File: src/rtl/multicycle_control.sv
// Multicycle MIPS main control FSM: sequences fetch/decode/execute/memory/writeback,
// with a timed memory handshake, bne support and illegal-opcode trapping.
module multicycle_control #(
    parameter int OPCODE_W        = 6,
    parameter int MEM_TIMEOUT     = 16,
    parameter bit TRAP_ON_ILLEGAL = 1'b1
) (
    input  logic                clk,
    input  logic                rst,
    input  logic [OPCODE_W-1:0] op_code,
    input  logic                mem_ready,
    output logic                pc_write,
    output logic                pc_write_eq,
    output logic                pc_write_ne,
    output logic                iord,
    output logic                mem_read,
    output logic                mem_write,
    output logic                ir_write,
    output logic                mem_to_reg,
    output logic                reg_dst,
    output logic                reg_write,
    output logic                alu_src_a,
    output logic [1:0]          alu_src_b,
    output logic                ext_zero,
    output logic [1:0]          alu_op,
    output logic [1:0]          pc_source,
    output logic                illegal_op,
    output logic                mem_timeout,
    output logic [3:0]          state
);

    typedef enum logic [3:0] {
        FETCH  = 4'd0,  DECODE = 4'd1,  M_ADDR = 4'd2,  M_RD   = 4'd3,
        M_WB   = 4'd4,  M_WR   = 4'd5,  R_EXEC = 4'd6,  R_WB   = 4'd7,
        BRANCH = 4'd8,  JUMP   = 4'd9,  I_EXEC = 4'd10, I_WB   = 4'd11,
        TRAP   = 4'd12
    } stateT;

    localparam logic [OPCODE_W-1:0] OP_RTYPE = OPCODE_W'(6'b000000);
    localparam logic [OPCODE_W-1:0] OP_LW    = OPCODE_W'(6'b100011);
    localparam logic [OPCODE_W-1:0] OP_SW    = OPCODE_W'(6'b101011);
    localparam logic [OPCODE_W-1:0] OP_BEQ   = OPCODE_W'(6'b000100);
    localparam logic [OPCODE_W-1:0] OP_BNE   = OPCODE_W'(6'b000101);
    localparam logic [OPCODE_W-1:0] OP_J     = OPCODE_W'(6'b000010);
    localparam logic [OPCODE_W-1:0] OP_ADDI  = OPCODE_W'(6'b001000);
    localparam logic [OPCODE_W-1:0] OP_ANDI  = OPCODE_W'(6'b001100);

    localparam bit         TIMEOUT_EN   = (MEM_TIMEOUT != 0);
    localparam logic [7:0] TIMEOUT_LAST = 8'((MEM_TIMEOUT == 0) ? 0 : MEM_TIMEOUT - 1);

    stateT               stateReg;
    logic [7:0]          waitCnt;
    logic [OPCODE_W-1:0] opLatch;
    logic                illegalFlag;
    logic                timeoutFlag;
    logic                inWait;
    logic                stallTimeout;

    assign inWait       = (stateReg == FETCH) || (stateReg == M_RD) || (stateReg == M_WR);
    // A ready on the last allowed cycle still completes normally.
    assign stallTimeout = TIMEOUT_EN && inWait && !mem_ready && (waitCnt == TIMEOUT_LAST);

    always_ff @(posedge clk) begin
        if (rst) begin
            stateReg    <= FETCH;
            waitCnt     <= 8'd0;
            opLatch     <= '0;
            illegalFlag <= 1'b0;
            timeoutFlag <= 1'b0;
        end else begin
            waitCnt <= (inWait && !mem_ready && !stallTimeout) ? 8'(waitCnt + 8'd1) : 8'd0;
            if (stallTimeout) begin
                stateReg    <= TRAP;
                timeoutFlag <= 1'b1;
            end else begin
                case (stateReg)
                    FETCH:  if (mem_ready) stateReg <= DECODE;
                    DECODE: begin
                        opLatch <= op_code;
                        case (op_code)
                            OP_RTYPE:        stateReg <= R_EXEC;
                            OP_LW, OP_SW:    stateReg <= M_ADDR;
                            OP_BEQ, OP_BNE:  stateReg <= BRANCH;
                            OP_J:            stateReg <= JUMP;
                            OP_ADDI, OP_ANDI: stateReg <= I_EXEC;
                            default: begin
                                if (TRAP_ON_ILLEGAL) begin
                                    stateReg    <= TRAP;
                                    illegalFlag <= 1'b1;
                                end else begin
                                    stateReg <= FETCH;
                                end
                            end
                        endcase
                    end
                    M_ADDR: stateReg <= (opLatch == OP_LW) ? M_RD : M_WR;
                    M_RD:   if (mem_ready) stateReg <= M_WB;
                    M_WR:   if (mem_ready) stateReg <= FETCH;
                    R_EXEC: stateReg <= R_WB;
                    I_EXEC: stateReg <= I_WB;
                    TRAP:   stateReg <= TRAP;
                    default: stateReg <= FETCH;
                endcase
            end
        end
    end

    always_comb begin
        pc_write    = 1'b0;
        pc_write_eq = 1'b0;
        pc_write_ne = 1'b0;
        iord        = 1'b0;
        mem_read    = 1'b0;
        mem_write   = 1'b0;
        ir_write    = 1'b0;
        mem_to_reg  = 1'b0;
        reg_dst     = 1'b0;
        reg_write   = 1'b0;
        alu_src_a   = 1'b0;
        alu_src_b   = 2'b00;
        ext_zero    = 1'b0;
        alu_op      = 2'b00;
        pc_source   = 2'b00;
        illegal_op  = 1'b0;
        mem_timeout = 1'b0;
        state       = 4'd0;
        if (!rst) begin
            illegal_op  = illegalFlag;
            mem_timeout = timeoutFlag;
            state       = stateReg;
            case (stateReg)
                FETCH: begin
                    mem_read  = 1'b1;
                    alu_src_b = 2'b01;
                    ir_write  = mem_ready;
                    pc_write  = mem_ready;
                end
                DECODE: alu_src_b = 2'b11;
                M_ADDR: begin
                    alu_src_a = 1'b1;
                    alu_src_b = 2'b10;
                end
                M_RD: begin
                    mem_read = 1'b1;
                    iord     = 1'b1;
                end
                M_WB: begin
                    reg_write  = 1'b1;
                    mem_to_reg = 1'b1;
                end
                M_WR: begin
                    mem_write = 1'b1;
                    iord      = 1'b1;
                end
                R_EXEC: begin
                    alu_src_a = 1'b1;
                    alu_op    = 2'b10;
                end
                R_WB: begin
                    reg_write = 1'b1;
                    reg_dst   = 1'b1;
                end
                BRANCH: begin
                    alu_src_a   = 1'b1;
                    alu_op      = 2'b01;
                    pc_source   = 2'b01;
                    pc_write_eq = (opLatch == OP_BEQ);
                    pc_write_ne = (opLatch == OP_BNE);
                end
                JUMP: begin
                    pc_write  = 1'b1;
                    pc_source = 2'b10;
                end
                I_EXEC: begin
                    alu_src_a = 1'b1;
                    alu_src_b = 2'b10;
                    ext_zero  = (opLatch == OP_ANDI);
                    alu_op    = (opLatch == OP_ANDI) ? 2'b11 : 2'b00;
                end
                I_WB: begin
                    reg_write = 1'b1;
                    ext_zero  = (opLatch == OP_ANDI);
                    alu_op    = (opLatch == OP_ANDI) ? 2'b11 : 2'b00;
                end
                default: ;
            endcase
        end
    end

endmodule

File: config.mk
export PLATFORM = sky130hd
export DESIGN_NAME = multicycle_control
export DESIGN_NICKNAME = d
export VERILOG_FILES = /design/src/rtl/multicycle_control.sv
export SDC_FILE = /design/constraint.sdc
export NUM_CORES = 1
export LEC_CHECK = 0
export BUFFER_PORTS_ARGS = -buffer_cell sky130_fd_sc_hd__clkbuf_2
export CAP_MARGIN = 20
export CORE_ASPECT_RATIO = 0.7
export CORE_MARGIN = 1
export CORE_UTILIZATION = 45
export CTS_BUF_LIST = sky130_fd_sc_hd__clkbuf_16
export CTS_CLUSTER_DIAMETER = 30
export DETAILED_ROUTE_END_ITERATION = 10
export GPL_TIMING_DRIVEN = 0
export PLACE_DENSITY = 0.71
export SETUP_SLACK_MARGIN = 0.02
export SLEW_MARGIN = 20
export SYNTH_ARGS = -nofsm -noshare
export SYNTH_HDL_FRONTEND = slang
export SYNTH_SLANG_ARGS = --single-unit
export TNS_END_PERCENT = 5
File: constraint.sdc
create_clock -name clk -period 4.2 [get_ports clk]
set_input_delay 0.42 -clock clk [delete_from_list [all_inputs] [get_ports clk]]
set_output_delay 0.42 -clock clk [all_outputs]
set_load 0.05 [all_outputs]
==> summary.txt, run 1 <==
Run status
  • Outcome: finished, final reports clean

GRT
  • Gr usage total: 0.226
  • GRT overflow: 0
  • Via count of the first global-routing pass: 1097
  • Largest net degree at the start of global routing: 12
  • First-pass GRT wire length: roughly 5.2 mm
  • Initial antenna violation count: 0

Synthesis
  • Seq/Total Area, Yosys: 0.303
  • Top_reg_cell synth: dfxtp_1
  • Syn avg cell area: 8.06 µm²
  • Number of synthesized flops with an enable pin: 0
  • Yosys warnings: 0
  • #FFs+latches synth: 20
  • Post-Synthesis Cell Area: around 1300 µm²
  • Syn nets: roughly 170
  • Syn Inst Count: about 160
  • Async set or reset register ratio after synthesis: 0
  • Post-synthesis cell type count: 49

Clock tree
  • Postcts setup bufs: 0
  • CTS buffer count: 3
  • Root Buffer: clkbuf_16
  • Clock buffer depth: 2
  • Worst-path clk slew: around 0.06 ns
  • Post-CTS Hold Buffers: 0
  • CTS tree: done
  • Worst skew pair latency: about 0.26 ns
  • Resized cells post-CTS: 0
  • Clk sinks: 20
  • H-tree depth: 1

Layout
  • Finished Layout Cells: 236
  • Share of layout cells above drive strength 1: 0.235
  • Final Cell Area: around 1600 µm²
  • P&R area growth vs syn: 21.5%
  • Ant diodes: 0
  • Nets: approximately 210

Floorplanning
  • Row cnt: 16
  • I/O pins: 33
  • Starting density of the core: 0.472
  • Die H: 47.4 µm
  • Die X: 66.8 µm
  • Core area: about 2800 µm²
  • Total die area: 3160 µm²

Routing
  • Metal3 WL: around 250 µm
  • Post-route ant nets: 0
  • Metal-1 WL: approximately 1.8 mm
  • Max layer used: met4
  • Via-per-instance ratio: ~5.8
  • Final WL: 3.45 mm
  • Total number of vias: roughly 1400
  • Met2 WL post-DR: 1.42 mm
  • Wire length per cell: about 15 µm
  • Iter 0 DRT Violations: 86
  • 1st-pass router iterations: 4
  • Drc violations: 0

Critical path
  • Worst r2r src: stateReg[3]
  • Category of the most critical setup path: reg -> out
  • Reg2reg end: stateReg[0]
  • Reg2reg path depth: 5
  • Critical Path RT: ~3.8 ns
  • Worst R2R Setup Slack: ~2.4 ns
  • Worst Setup End Kind: output pin
  • Critical Path Source Type: flop
  • Largest fanout on the critical path: 10
  • Critical path arrival: between 2 and 2.5 ns

Timing
  • Actual slew at the worst max-slew pin: roughly 0.67 ns
  • Relative slew slack: 0.552
  • Period utilisation layout: 0.609
  • Final Max Slew Viols: 0
  • Post-layout min period: approximately 2.6 ns
  • RSZ-0062 raised after global routing: false
  • Final setup viols: 0
  • Final Skew: ~0.0064 ns
  • Final TNS setup: 0 ns
  • Highest clock rate: roughly 390 MHz
  • Fin. Hold Viols: 0

Placed design
  • Placed Cells: between 200 and 250
  • Port bufs: 32
  • Dpl hpwl: ~2.5 mm
  • Dpl cell area: approximately 1500 µm²
  • Final GP Congestion: approximately 0.82

Pwr
  • Sw power: approximately 170 µW
  • VDD IR max: ~0.3 mV
  • Total power: roughly 540 µW
  • Clock share of power: 0.368
  • Seq pwr share: 0.382
  • Sw Ratio: 0.315
  • Power Density: ~340 nW/µm²
  • Combinational share of power: 0.250
  • Internal power: 370 µW
  • Leak: 0.000674 µW

Min path
  • Worst Hold Launch: waitCnt[0]
  • Worst hold path class: reg -> reg
  • Hold Path Sink: waitCnt[0]
  • Hold Crit Depth: 1

Flow run
  • Maxcap violations: 0
## state kept, by name (all words and copies together), names as in the netlist
name and cells:
illegalFlag 1, opLatch 6, stateReg 4, timeoutFlag 1, waitCnt 8
## power groups by stage
| stage | Combinational, µW | Sequential (µW) | Clock [µW] |
|---|---|---|---|
| 2_1_floorplan | 102 | 208 | 0 |
| 3_3_place_gp | 130 | 209 | 0 |
| 3_5_place_dp | 133 | 210 | 0 |
| 4_1_cts | 134 | 206 | 201 |
| 5_1_grt | 146 | 207 | 209 |
| 6_report | 135 | 206 | 199 |
## stage by stage
step	setup WS (ns)	hold WS, ns	util
6_report	1.64	0.450	0.573
5_1_grt	1.56	0.483	0.573
4_1_cts	1.70	0.448	0.573
3_5_place_dp	1.96	0.440	0.545
3_3_place_gp	2.01	0.429	0.545
2_1_floorplan	0.895	0.413	-
## worst max-delay path by stage
stage                        endpoint        start  slack (ns)  cells past startpoint
after global routing         mem_read  stateReg[1]        1.56                      6
after detailed placement  pc_write_ne          rst        1.96                      7
final                        mem_read  stateReg[1]        1.64                      6
after global placement    pc_write_ne          rst        2.01                      7
after floorplan           pc_write_ne          rst        0.89                      5
after CTS                    mem_read  stateReg[1]        1.70                      6
## worst max-delay path, stage by stage, from the launching register on
cell and delay, ns:
dfxtp_1 0.31, buf_2 0.22, buf_1 0.40, inv_1 0.16, a21oi_1 0.16, nor4b_1 0.28, clkbuf_2 0.34
## cell usage after synthesis, drive strengths merged (2+ instances only)
library cell	number	share of area
nand3	7	0.026
xnor2	3	0.020
nand2b	4	0.019
inv	8	0.023
and3	3	0.014
or2	2	0.0095
nor4b	3	0.020
buf	7	0.027
clkbuf	2	0.0057
nand4b	2	0.013
mux2i	6	0.045
nor3b	2	0.011
a31oi	3	0.014
nor3	6	0.023
nor4	5	0.035
o211ai	3	0.027
xor2	6	0.040
or4	2	0.014
a21oi	4	0.015
nor2	28	0.079
dfxtp	20	0.30
and2	3	0.014
nor2b	6	0.028
a211oi	2	0.011
o21ai	3	0.011
nand2	6	0.017
o31a	2	0.013
## kinds of logic after synthesis
family / count (synthesis) / synth area share
flip-flops: 20 / 0.303
multiplexers: 7 / 0.0539
buffers and inverters: 17 / 0.0558
AO/OA/AOI/OAI: 26 / 0.160
XOR/XNOR: 9 / 0.0596
adder cells (fa/ha/maj): 1 / 0.00946
AND/OR/NAND/NOR: 84 / 0.359
## cells in the final DEF (no fill, tap or decap), types with 2 or more instances in the layout
master	instances
nand2_1	6
inv_1	7
nand4b_1	2
clkbuf_16	3
and2_1	3
nor2_1	28
nor4_1	4
buf_2	2
a21oi_1	4
dfxtp_1	20
nor3_1	6
clkbuf_2	32
nor2b_1	6
buf_1	4
a31oi_1	3
nor4b_1	3
mux2i_1	6
o211ai_1	2
a211oi_1	2
or2_2	2
o21ai_0	3
and3_1	3
nor3b_1	2
clkbuf_1	2
nand2b_1	4
nand3_1	7
xnor2_1	3
xor2_1	6
o31a_1	2
## final cells by class
class | count | area, µm²
sequential | 20 | 400
multi-input combinational | 127 | 848
tap | 36 | 45.0
fill | 262 | 1200
inverter | 8 | 30.0
clock inverter | 1 | 3.75
timing repair buffer | 32 | 160
buffer | 9 | 43.8
clock buffer | 3 | 75.1
## per-layer routing
metal	GRT usage	vias up
li1	-	666
met1	0.330	649
met2	0.339	52
met3	0.0583	4
met4	0.0383	0
met5	0	-
(Power assumes the default switching activity.)
==> inputs of run 2 (changes only) <==
- clock period: 4.2 -> 2.44 ns (I/O delays scaled with it)
==> run 2 against run 1 <==
  * Cell count did not move
  * Clock skew is 0.0035 ns lower
  * Register-to-register slack worse by 1.7 ns
  * Flip-flop and latch count unchanged
  * Combinational power is 71% higher
  * Critical path type unchanged
  * Largest cell class unchanged
==> summary.txt, run 2 (same netlist as run 1, synthesis figures left out) <==
Timing
  • Highest clock rate: around 430 MHz
  • Relative slew slack: 0.557
  • Final Max Slew Viols: 0
  • Fin. Hold Viols: 0
  • Actual slew at the worst max-slew pin: between 0.6 and 0.7 ns
  • Worst hold margin: roughly 0.32 ns
  • RSZ-0062 raised after global routing: false
  • Period utilisation layout: 0.958
  • Post-layout min period: 2.34 ns
  • Final Skew: roughly 0.0029 ns
  • Final setup viols: 0

Routing
  • Wire length per cell: approximately 14 µm
  • Iter 0 DRT Violations: 67
  • Post-route ant nets: 0
  • Final WL: between 3 and 4 mm
  • 1st-pass router iterations: 4
  • Via-per-instance ratio: approximately 5.6
  • Drc violations: 0
  • Total number of vias: about 1300

Pwr
  • Power Density: roughly 630 nW/µm²
  • VDD IR max: between 0.4 and 0.5 mV
  • Total power: between 1000 and 1500 µW
  • Leak: between 0.0006 and 0.0007 µW

Layout
  • Ant diodes: 0
  • Commonest non-fill, non-tap cell in the layout: clkbuf_2
  • Area of the multi-input gates: approximately 850 µm²
  • Biggest register: waitCnt
  • Nets: around 210
  • Largest register FFs: 8
  • Top Registers: waitCnt: 8 flops, opLatch: 6 flops, stateReg: 4 flops
  • P&R area growth vs syn: 24.0%
  • Share of layout cells above drive strength 1: 0.250
  • Filler cells: approximately 250
  • Storage cell area: 400 µm²
  • Most frequent cells in the layout: clkbuf_2, nor2_1, dfxtp_1, inv_1, nand3_1

GRT
  • Via count of the first global-routing pass: between 1000 and 1500
  • M1 GR Usage: 0.319
  • Gr usage total: 0.224
  • Largest net degree at the start of global routing: 13
  • Gr busiest metal: met2
  • Global routing usage on met3: 0.0461
  • Grt met2 use: 0.345
  • GRT overflow: 0
  • First-pass GRT wire length: a little over 5 mm
  • Initial antenna violation count: 0

Placed design
  • Final GP Congestion: roughly 0.85
  • Dpl hpwl: about 2.5 mm
  • Port bufs: 32

Critical path
  • Critical Path Source Type: flop
  • Reg2reg path depth: 5
  • Category of the most critical setup path: reg -> out
  • Buf/Inv on CP: 1
  • Critical Path RT: roughly 2.2 ns
  • Crit-path cells: or4b_1, nand4bb_1, mux2_2, nor2_1, buf_2
  • Reg2reg end: stateReg[0]
  • Critical path's top delay family: simple AND/OR/NAND/NOR gates
  • Largest fanout on the critical path: 3
  • Slowest stage cell, crit path: or4b_1
  • Worst R2R Setup Slack: 0.69 ns
  • Critical path's largest stage delay: 0.58 ns
  • Worst r2r src: stateReg[3]
  • Critical path arrival: ~2.1 ns
  • Worst Setup End Kind: output pin

Clock tree
  • Clk sinks: 20
  • CTS buffer count: 3
  • Post-CTS Hold Buffers: 0
  • Resized cells post-CTS: 0
  • CTS tree: done
  • Root Buffer: clkbuf_16
  • Worst-path clk slew: approximately 0.060 ns
  • Clock buffer depth: 2
  • Postcts setup bufs: 0
  • Worst skew pair latency: around 0.25 ns
  • H-tree depth: 1

Floorplanning
  • Core area: between 2000 and 3000 µm²
  • Row cnt: 16
  • Starting density of the core: 0.472
  • Die X: around 67 µm
  • Die H: approximately 47 µm
  • I/O pins: 33
  • Total die area: between 3000 and 4000 µm²

Run status
  • Outcome: finished, final reports clean

Min path
  • Hold Path Sink: opLatch[5]
  • Worst hold path class: in -> reg
  • Worst Hold Launch: op_code[5]
  • Hold Crit Depth: 3

Flow run
  • Maxcap violations: 0
==> run 2: cell types whose count changed in the layout (fill, tap and decap cells not counted), sizes merged <==
cell	delta
clkinv	-1
bufinv	+1
==> run 2: power by group <==
group / leakage [µW] / switching [µW] / internal [µW]
registers: 0.000162 / 12.9 / 342
clock network: 0.0000511 / 125 / 325
logic: 0.000477 / 155 / 76.1
==> run 2: how the worst max path moves through the flow <==
stage | endpoint | from | slack, ns | depth (start not counted)
finish | alu_op[1] | opLatch[5] | 0.10 | 5
global route | alu_op[1] | opLatch[5] | 0.02 | 5
CTS | alu_op[1] | opLatch[5] | 0.09 | 5
detailed placement | alu_op[1] | opLatch[1] | 0.36 | 5
global placement | alu_op[1] | opLatch[1] | 0.42 | 5
floorplan | mem_read | stateReg[1] | -0.45 | 5
==> run 2: worst reg2reg max path, stage by stage, from the launching register on <==
cell	delay, ns
dfxtp_1	0.29
buf_2	0.17
or4_4	0.54
o22ai_4	0.26
nand2_1	0.16
a32o_1	0.24
==> run 2: cell type report <==
| cell class | count | share of cell area |
|---|---|---|
| sequential | 20 | 0.244 |
| clock buffer | 3 | 0.0458 |
| clock inverter | 1 | 0.0183 |
| timing repair buffer | 32 | 0.0976 |
| tap | 36 | 0.0275 |
| inverter | 8 | 0.0183 |
| multi-input combinational | 127 | 0.521 |
| buffer | 9 | 0.0275 |
==> run 2: layer usage <==
metal | up-vias | part of all wire
met2 | 49 | 0.43
met1 | 605 | 0.49
met3 | 5 | 0.066
met4 | 0 | 0.0064
li1 | 658 | -
met5 | - | 0
==> run 2: metrics by stage <==
step                      worst slack [ns]   util  setup TNS, ns  instances  cell area, µm²
after detailed placement             0.364  0.547              0        232            1530
after global placement               0.420  0.547              0        232            1530
final                                0.101  0.585              0        236            1640
after global routing                0.0212  0.585              0        236            1640
after CTS                           0.0884  0.585              0        236            1640
after floorplan                     -0.449      -         -0.891        164            1330
==> inputs of run 3 (changes only) <==
- clock period: 2.44 -> 2.6 ns (I/O delays scaled with it)
==> run 3 against run 2 <==
  * Sequential power shrank 6.2%
  * Highest routed layer unchanged
  * Sequential share of layout area barely moved
  * Core utilization barely moved
  * Worst hold slack better by 0.011 ns
  * Critical endpoint is now mem_read
  * Routed wire length up 0.55%
  * Combinational power decreased by 6%
  * Flip-flop and latch count did not move
==> summary.txt, run 3 (same netlist as run 1, synthesis figures left out) <==
Layout
  • P&R area growth vs syn: 23.9%
  • Commonest non-fill, non-tap cell in the layout: clkbuf_2
  • Most frequent cells in the layout: clkbuf_2, nor2_1, dfxtp_1, inv_1, nand3_1
  • Share of layout cells above drive strength 1: 0.245
  • Final core utilization: 0.585
  • Final Cell Area: ~1600 µm²
  • Storage cell area: ~400 µm²
  • Largest register FFs: 8
  • Area of the multi-input gates: between 800 and 900 µm²
  • Ant diodes: 0
  • Nets: roughly 210
  • Top Registers: waitCnt: 8 flops, opLatch: 6 flops, stateReg: 4 flops
  • Biggest register: waitCnt
  • Filler cells: 252

Timing
  • Final setup viols: 0
  • Actual slew at the worst max-slew pin: ~0.66 ns
  • Relative slew slack: 0.557
  • Final Skew: just under 0.005 ns
  • Fin. Hold Viols: 0
  • RSZ-0062 raised after global routing: false
  • Highest clock rate: approximately 420 MHz
  • Final Max Slew Viols: 0
  • Period utilisation layout: 0.916
  • Post-layout min period: approximately 2.4 ns

Floorplanning
  • Starting density of the core: 0.472
  • Row cnt: 16
  • Core area: about 2800 µm²
  • I/O pins: 33
  • Total die area: ~3200 µm²
  • Die X: ~67 µm
  • Die H: 47.4 µm

Clock tree
  • Resized cells post-CTS: 0
  • Worst-path clk slew: 0.06 ns
  • CTS tree: done
  • Clock buffer depth: 2
  • Worst skew pair latency: ~0.26 ns
  • H-tree depth: 1
  • Post-CTS Hold Buffers: 0
  • Postcts setup bufs: 0
  • Clk sinks: 20
  • CTS buffer count: 3
  • Root Buffer: clkbuf_16

Critical path
  • Category of the most critical setup path: reg -> out
  • Reg2reg path depth: 5
  • Worst R2R Setup Slack: around 0.85 ns
  • Largest fanout on the critical path: 10
  • Critical path's largest stage delay: between 0.3 and 0.4 ns
  • Critical path arrival: 2.12 ns
  • Critical Path RT: roughly 2.3 ns
  • Slowest stage cell, crit path: buf_1
  • Critical Path Source Type: flop
  • Worst Setup End Kind: output pin
  • Crit-path cells: buf_2, buf_1, inv_1, a21oi_1, nor4b_1, clkbuf_2

Routing
  • Wire length per cell: ~14 µm
  • Total number of vias: between 1000 and 1500
  • Iter 0 DRT Violations: 66
  • Drc violations: 0
  • Final WL: ~3.3 mm
  • 1st-pass router iterations: 4
  • Post-route ant nets: 0
  • Via-per-instance ratio: around 5.6

Placed design
  • Dpl cell area: around 1500 µm²
  • Final GP Congestion: about 0.85
  • Port bufs: 32
  • Dpl hpwl: 2.55 mm

Min path
  • Hold Crit Depth: 3
  • Worst hold path class: in -> reg

Pwr
  • Power Density: 595 nW/µm²
  • Internal power: 698 µW
  • Leak: 0.000687 µW
  • VDD IR max: between 0.4 and 0.5 mV
  • Sw Ratio: 0.285
  • Clock share of power: 0.437
  • Seq pwr share: 0.341
  • Combinational share of power: 0.222
  • Sw power: roughly 280 µW

GRT
  • Gr usage total: 0.224
  • Via count of the first global-routing pass: 1113
  • Initial antenna violation count: 0
  • GRT overflow: 0
  • First-pass GRT wire length: 5.11 mm
  • Largest net degree at the start of global routing: 13

Run status
  • Outcome: finished, final reports clean

Flow run
  • Maxcap violations: 0
==> run 3: cell type report <==
cell class | count | area share
buffer | 9 | 0.0267
clock buffer | 3 | 0.0458
clock inverter | 1 | 0.0183
inverter | 8 | 0.0183
multi-input combinational | 127 | 0.521
sequential | 20 | 0.244
tap | 36 | 0.0275
timing repair buffer | 32 | 0.0977
==> run 3: final timing paths <==
path | start | end
setup / recovery | stateReg[1] | mem_read
hold / removal | op_code[5] | opLatch[5]
setup reg to reg | stateReg[3] | stateReg[0]
hold reg to reg | waitCnt[0] | waitCnt[0]
==> run 3: power groups by stage <==
stage	clock, µW	combinational (µW)	sequential (µW)
2_1_floorplan	0	166	336
3_3_place_gp	0	210	338
3_5_place_dp	0	214	339
4_1_cts	434	216	333
5_1_grt	440	236	334
6_report	426	216	333
==> run 3: stage by stage <==
step / hold WS (ns) / setup TNS [ns] / cells / setup slack (ns) / power [µW]
after floorplan: 0.407 / -0.593 / 164 / -0.305 / 502
after global placement: 0.429 / 0 / 232 / 0.564 / 548
after detailed placement: 0.445 / 0 / 232 / 0.508 / 554
after CTS: 0.334 / 0 / 236 / 0.232 / 983
after global routing: 0.358 / 0 / 236 / 0.0660 / 1010
final: 0.333 / 0 / 236 / 0.218 / 976
==> run 3: layer usage <==
layer / global-route usage / up-vias / part of all wire
li1: - / 660 / -
met1: 0.319 / 600 / 0.50
met2: 0.345 / 52 / 0.43
met3: 0.0461 / 5 / 0.065
met4: 0.0596 / 0 / 0.0069
met5: 0 / - / 0
==> run 3: critical path, delay by kind of cell, from the launching register on <==
kind | cells | cell delay [ns]
DFF | 1 | 0.30
buffers and inverters | 4 | 1.11
and+or+nand+nor | 1 | 0.30
AOI/OAI and AO/OA | 1 | 0.17
